`src/rtl/vid_timing_gen.sv`:
```
`default_nettype none
// ============================================================================
// Module   : vid_timing_gen
// Purpose  : Raster timing generator with pixel divider, per-frame shadowed
//            timing set and FIFO-fed RGB output. Define VID_TIMING_UNDERFLOW_EN
//            to build the sticky FIFO-underrun flag; otherwise underflow is 0.
// Revision : 1.0
// ============================================================================
module vid_timing_gen (
    input  logic        clk,
    input  logic        reset_n,
    input  logic        en,
    input  logic [5:0]  pcnt,
    input  logic [12:0] hend,
    input  logic [12:0] hsize,
    input  logic [12:0] hss,
    input  logic [12:0] hse,
    input  logic [12:0] vend,
    input  logic [12:0] vsize,
    input  logic [12:0] vss,
    input  logic [12:0] vse,
    input  logic        fifo_empty,
    input  logic [23:0] fifo_rdata,
    output logic        fifo_read,
    output logic        hsync,
    output logic        hblank,
    output logic        vsync,
    output logic        vblank,
    output logic [7:0]  R,
    output logic [7:0]  G,
    output logic [7:0]  B,
    output logic        frame_start,
    output logic        underflow
);

    logic        r_en_d;
    logic [5:0]  r_div;
    logic [12:0] r_hcnt;
    logic [12:0] r_vcnt;

    logic [5:0]  r_pcnt;
    logic [12:0] r_hend;
    logic [12:0] r_hsize;
    logic [12:0] r_hss;
    logic [12:0] r_hse;
    logic [12:0] r_vend;
    logic [12:0] r_vsize;
    logic [12:0] r_vss;
    logic [12:0] r_vse;

    logic        r_hsync;
    logic        r_hblank;
    logic        r_vsync;
    logic        r_vblank;
    logic        r_frame_start;
    logic [23:0] r_rgb;

    logic        w_start;
    logic        w_tick;
    logic        w_hblank;
    logic        w_vblank;
    logic        w_active;
    logic        w_pop;
    logic        w_line_end;
    logic        w_frame_end;
    logic        w_capture;

    // r_en_d is cleared by reset, so reset release with en=1 looks like en rising
    assign w_start     = en & ~r_en_d;
    assign w_tick      = en & r_en_d & (r_div == r_pcnt);
    assign w_hblank    = (r_hcnt >= r_hsize);
    assign w_vblank    = (r_vcnt >= r_vsize);
    assign w_active    = ~w_hblank & ~w_vblank;
    assign w_pop       = w_tick & w_active & ~fifo_empty;
    assign w_line_end  = (r_hcnt == r_hend);
    assign w_frame_end = w_line_end & (r_vcnt == r_vend);
    assign w_capture   = w_start | (w_tick & w_frame_end);

    // Pop is issued in the tick clock itself so the show-ahead head is
    // consumed exactly at the edge that latches it, even with pcnt=0.
    assign fifo_read = w_pop;

    always_ff @(posedge clk or negedge reset_n) begin
        if (!reset_n) begin
            r_pcnt  <= '0;
            r_hend  <= '0;
            r_hsize <= '0;
            r_hss   <= '0;
            r_hse   <= '0;
            r_vend  <= '0;
            r_vsize <= '0;
            r_vss   <= '0;
            r_vse   <= '0;
        end else if (w_capture) begin
            r_pcnt  <= pcnt;
            r_hend  <= hend;
            r_hsize <= hsize;
            r_hss   <= hss;
            r_hse   <= hse;
            r_vend  <= vend;
            r_vsize <= vsize;
            r_vss   <= vss;
            r_vse   <= vse;
        end
    end

    always_ff @(posedge clk or negedge reset_n) begin
        if (!reset_n) begin
            r_en_d        <= 1'b0;
            r_div         <= '0;
            r_hcnt        <= '0;
            r_vcnt        <= '0;
            r_hsync       <= 1'b0;
            r_hblank      <= 1'b0;
            r_vsync       <= 1'b0;
            r_vblank      <= 1'b0;
            r_frame_start <= 1'b0;
            r_rgb         <= '0;
        end else if (!en || !r_en_d) begin
            // Disabled, or first enabled clock: park at the raster origin
            r_en_d        <= en;
            r_div         <= '0;
            r_hcnt        <= '0;
            r_vcnt        <= '0;
            r_hsync       <= 1'b0;
            r_hblank      <= 1'b0;
            r_vsync       <= 1'b0;
            r_vblank      <= 1'b0;
            r_frame_start <= 1'b0;
            r_rgb         <= '0;
        end else begin
            r_frame_start <= 1'b0;
            if (w_tick) begin
                r_div         <= '0;
                r_hblank      <= w_hblank;
                r_vblank      <= w_vblank;
                r_hsync       <= (r_hcnt >= r_hss) && (r_hcnt < r_hse);
                r_vsync       <= (r_vcnt >= r_vss) && (r_vcnt < r_vse);
                r_frame_start <= (r_hcnt == 13'd0) && (r_vcnt == 13'd0);
                r_rgb         <= w_pop ? fifo_rdata : 24'd0;
                if (w_line_end) begin
                    r_hcnt <= '0;
                    r_vcnt <= w_frame_end ? 13'd0 : (r_vcnt + 13'd1);
                end else begin
                    r_hcnt <= r_hcnt + 13'd1;
                end
            end else begin
                r_div <= r_div + 6'd1;
            end
        end
    end

`ifdef VID_TIMING_UNDERFLOW_EN
    logic r_underflow;

    always_ff @(posedge clk or negedge reset_n) begin
        if (!reset_n) begin
            r_underflow <= 1'b0;
        end else if (w_start) begin
            r_underflow <= 1'b0;
        end else if (w_tick && w_active && fifo_empty) begin
            r_underflow <= 1'b1;
        end
    end

    assign underflow = r_underflow;
`else
    assign underflow = 1'b0;
`endif

    assign hsync       = r_hsync;
    assign hblank      = r_hblank;
    assign vsync       = r_vsync;
    assign vblank      = r_vblank;
    assign frame_start = r_frame_start;
    assign R           = r_rgb[23:16];
    assign G           = r_rgb[15:8];
    assign B           = r_rgb[7:0];

endmodule
`default_nettype wire

```
`config.mk`:
```
export PLATFORM = sky130hd
export DESIGN_NAME = vid_timing_gen
export DESIGN_NICKNAME = d
export VERILOG_FILES = /design/src/rtl/vid_timing_gen.sv
export SDC_FILE = /design/constraint.sdc
export NUM_CORES = 1
export LEC_CHECK = 0
export CAP_MARGIN = 20
export CORE_MARGIN = 5
export CORE_UTILIZATION = 35
export CTS_BUF_LIST = sky130_fd_sc_hd__clkbuf_2
export DETAILED_ROUTE_END_ITERATION = 10
export MAX_ROUTING_LAYER = met4
export PLACE_DENSITY = 0.65
export SYNTH_ARGS = -nofsm -noshare
export SYNTH_HDL_FRONTEND = slang
export SYNTH_SLANG_ARGS = --single-unit
```
`constraint.sdc`:
```
create_clock -name clk -period 2.99 [get_ports clk]
set_clock_uncertainty 0.1 [all_clocks]
set_input_delay 0.598 -clock clk [delete_from_list [all_inputs] [get_ports clk]]
set_output_delay 0.598 -clock clk [all_outputs]
set_load 0.02 [all_outputs]
```
# Yosys cells after proc, flatten, opt, wreduce, memory -nomap -nowiden
# Cells that the tools add are included.
# totals
wordCells,77
out_inout_bits,31
ff_bits,172
# op_classes
bitwise,13
n_lt_le_gt_ge,6
n_reduce_logical,11
addsub,3
mux,22
eq_ne,3
# ops
cell,count
13-bit 2-to-1 mux,7
24-bit 2-to-1 mux,3
13-bit greater-or-equal comparator,4
"13-bit by 1-bit adder with 13-bit output, second input constant",2
13-bit equality test,2
13-bit logical NOT,2
13-bit less-than comparator,2
6-bit 2-to-1 mux,2
1-bit 2-to-1 mux,10
1-bit bitwise AND,8
"6-bit by 1-bit adder with 6-bit output, second input constant",1
6-bit equality test,1
1-bit inverter,4
2-bit nonzero test,2
1-bit logical AND,3
1-bit logical NOT,2
2-bit AND reduction,1
1-bit logical OR,1
1-bit bitwise OR,1

# Longest topological paths before layout
# depth
depth_word,8
mapped_depth,9

# Least setup slack after synthesis
# No wires, ideal clock.
# synth_path
path_kind,flip-flop to output port
startpoint,register r_hcnt[7]
endpoint,output port fifo_read
required_time_ns,2.292
stages_incl_launch_ff,8
arrival_time_ns,2.084
slack_ns,0.208
path_buffers,1
path_cell_list,dfrtp_1 ha_1 a21oi_1 a21oi_1 o2111ai_1 o211ai_1 nor4_2 buf_2
# synth_via
elab_chain_len,5
# synth_rtl
item,line_no,text
"start, declared",38,logic [12:0] r_hcnt;
"start signal, assigned",145,r_hcnt <= r_hcnt + 13'd1;
13-bit greater-or-equal comparator,71,assign w_hblank = (r_hcnt >= r_hsize);
1-bit inverter,73,assign w_active = ~w_hblank & ~w_vblank;
1-bit bitwise AND,73,
1-bit bitwise AND (2 in a row),74,assign w_pop = w_tick & w_active & ~fifo_empty;
"end, declared",24,"output logic fifo_read,"
# No other way between the ends.

# Final worst setup path
# layout_path
startpoint,register r_vsize[12]
endpoint,output port fifo_read
# layout_via
elab_chain_len,5
# layout_rtl
item,line_no,text
"start, declared",47,logic [12:0] r_vsize;
"start signal, assigned",101,r_vsize <= vsize;
13-bit greater-or-equal comparator,72,assign w_vblank = (r_vcnt >= r_vsize);
1-bit inverter,73,
1-bit bitwise AND,73,
1-bit bitwise AND (2 in a row),74,
# No other way between the ends.

==> results_dict.tcl <==
set metrics [dict create \
    status "finished with violations" \
    violations "negative setup slack" \
    worst_path_most_repeated_cell "a21oi_2" \
    via_per_inst 4.81 \
    whs_ps 160 \
    cts_root_buf "clkbuf_2" \
    yosysUniqueCellTypes 47 \
    synth_edf_count 0 \
    post-route-period-util_pct 112 \
    die_h_um 175 \
    critPathMaxFanout 2 \
    arrival_ps 2650 \
    coreArea_mm2 0.0268 \
    ys_seq_area_share_pct 45.4 \
    final_common_cell "dfrtp_1" \
    overflow 0 \
    design.portCount 169 \
    grt_max_degree 73 \
    vias 6512 \
    crit_type "flip-flop to primary output" \
    largest_register_ffs 24 \
    clkTransAtPathRegs_ps 330 \
    io_buffer_count 167 \
    rows 60 \
    relSlewSlack_pct 62.5 \
    die_area_mm2 0.0305 \
    vdd_drop_max_mv 0.232 \
    max_stage_delay_ps 470 \
    dpl_cell_area_mm2 0.0118 \
    cp_slowest_cell "dfrtp_1" \
    worstPathRequired_ps 2290 \
    fmax_mhz 299 \
    ant_nets 0 \
    drive_above_1_share_pct 21.4 \
    synth_area_mm2 0.00949 \
    setup_viol 1 \
    initial_utilization_pct 35.4 \
    syn-num-nets 1003 \
    dpl.hpwl_um 17200 \
    first_global_vias 6814 \
    cts_buffers 17 \
    path_buf_inv 2 \
    hold_viol 0 \
    crit_path_cell_trace "inv_1, ha_4, a21oi_2, o21ai_0, a21oi_2, o41ai_4, nor4_4, buf_4" \
    top_register "r_rgb" \
    maxSlewViolCount 0 \
    cp-start-kind "flip-flop" \
    routed_wl_um 23600 \
    first_pass_iters 5 \
    fin_crit_ps 3350 \
    synthTopCellsByArea "dfrtp_1 45%, mux2_4 16%, ha_1 11%" \
    rrSetupSlack_ps 320 \
    layout_setup_ws_ps -360 \
    p_per_area_mw_per_mm2 418 \
    avgSynthCellArea_um2 12.1 \
    wire_per_inst_um 17.4 \
    post-route-util_pct 45.6 \
    worstMarginPinSlew_ps 560 \
    clk_latency_ps 790 \
    yosys.area.top_type "dfrtp_1" \
    cts_max_level 4 \
    drtIter0Drc 379 \
    rsz0062_at_grt "true" \
    cts_tree "built" \
    synthArstFlopShare_pct 100 \
    synth_top_area_share_pct 45.4 \
    drc 0 \
    cp_top_family "compound AO/OA/AOI/OAI gates" \
    cts_buffer_depth 2 \
    fin_area_mm2 0.0122 \
    cts.sinks 172 \
    routabilityCongestion 0.836 \
    syn_inst 784 \
    area_growth_pct 28.9 \
    cp-end-kind "primary output" \
    synth_seq_cells 172 \
    antenna_found_initial 1 \
    synth_ff_type "dfrtp_1" \
    nets 1217 \
    final_cell_mix "172 x dfrtp_1, 165 x clkdlybuf4s50_1, 100 x mux2_4, 79 x inv_1, 78 x ha_1" \
    cap_viol_max_count 0 \
    grt_pass1_wl_um 37600 \
    die_w_um 175 \
    track_usage_pct 15.9 \
    min_path_type "input port to async pin" \
    p_leak_nw 5.95 \
    yosysWarningCount 0 \
]
## cell type report
type | count | area, um2
Tap cell | 341 | 427
Sequential cell | 172 | 4300
Fill cell | 2490 | 14600
Clock buffer | 17 | 85.1
Clock inverter | 15 | 193
Timing Repair Buffer | 223 | 2140
Inverter | 80 | 300
Antenna cell | 1 | 2.50
Multi-Input combinational cell | 504 | 4770
## routing by layer
metal | track usage, % | routed length (um) | up-vias
li1 | - | - | 3197
met1 | 21.0 | 11000 | 3155
met2 | 26.0 | 11500 | 150
met3 | 3.09 | 973 | 10
met4 | 2.78 | 125 | 0
met5 | - | 0 | -
## cells in the mapped netlist, types with 4 or more instances
cell / instances
nor2b_1: 7
nand2_1: 29
clkbuf_1: 8
inv_1: 80
o21ai_0: 19
or4_1: 9
a22o_1: 26
nand4_1: 14
xnor2_1: 34
nand3_1: 14
buf_2: 6
and3_1: 5
nor4_1: 4
o31ai_1: 6
mux2_2: 11
nor4b_1: 4
nor3_1: 15
xor2_1: 13
buf_6: 12
mux2_4: 100
ha_1: 81
a21oi_1: 35
a21o_1: 14
nor2_1: 23
dfrtp_1: 172
## worst paths after layout
check / cells after the start / startpoint / to
setup / recovery: 8 / r_vsize[12]$_DFFE_PN0P_ / fifo_read
hold / removal: 2 / reset_n / r_rgb[11]$_DFFE_PN0P_
setup reg to reg: 8 / r_div[4]$_DFF_PN0_ / r_vend[4]$_DFFE_PN0P_
hold reg to reg: 1 / r_div[0]$_DFF_PN0_ / r_div[0]$_DFF_PN0_
max in group asynchronous: 3 / reset_n / r_vss[0]$_DFFE_PN0P_
min in group clk: 2 / fifo_rdata[7] / r_rgb[7]$_DFFE_PN0P_
## logic make-up (layout without fill, tap and decap cells)
| family | count (synthesis) | in the layout | synth area share (%) |
|---|---|---|---|
| buffers and inverters | 108 | 335 | 5.38 |
| multiplexers | 113 | 113 | 17.3 |
| XOR/XNOR | 47 | 47 | 4.34 |
| flip-flops | 172 | 172 | 45.4 |
| AO/OA/AOI/OAI | 117 | 117 | 8.26 |
| other | 1 | 2 | 0.0395 |
| AND/OR/NAND/NOR | 145 | 145 | 8.59 |
| adder cells (fa/ha/maj) | 81 | 81 | 10.7 |
## repair_timing
item | 4_1_cts | 5_1_grt
hold endpoints to repair | 101 | 0
setup buffers | 3 | 1
resized for setup | 17 | 0
hold buffers | 1 | 0
setup endpoints to repair | 1 | 1
pin swaps | 10 | 3
## per-stage QoR
step	total power, mW	setup slack [ps]	cells	TNS [ps]
2_1_floorplan	3.34	208	784	0
3_3_place_gp	3.74	-30.6	1316	-30.6
3_5_place_dp	3.76	-77.9	1316	-77.9
4_1_cts	5.18	-478	1351	-478
5_1_grt	5.40	-543	1353	-543
6_report	5.11	-360	1353	-360
## power breakdown
| part | switching (mW) | leakage, nW | internal (mW) | total, mW |
|---|---|---|---|---|
| combinational | 0.386 | 3.64 | 0.645 | 1.03 |
| sequential | 0.157 | 2.15 | 2.55 | 2.71 |
| clock | 1.00 | 0.162 | 0.369 | 1.37 |
No activity file was read; power rests on OpenSTA's default activity.
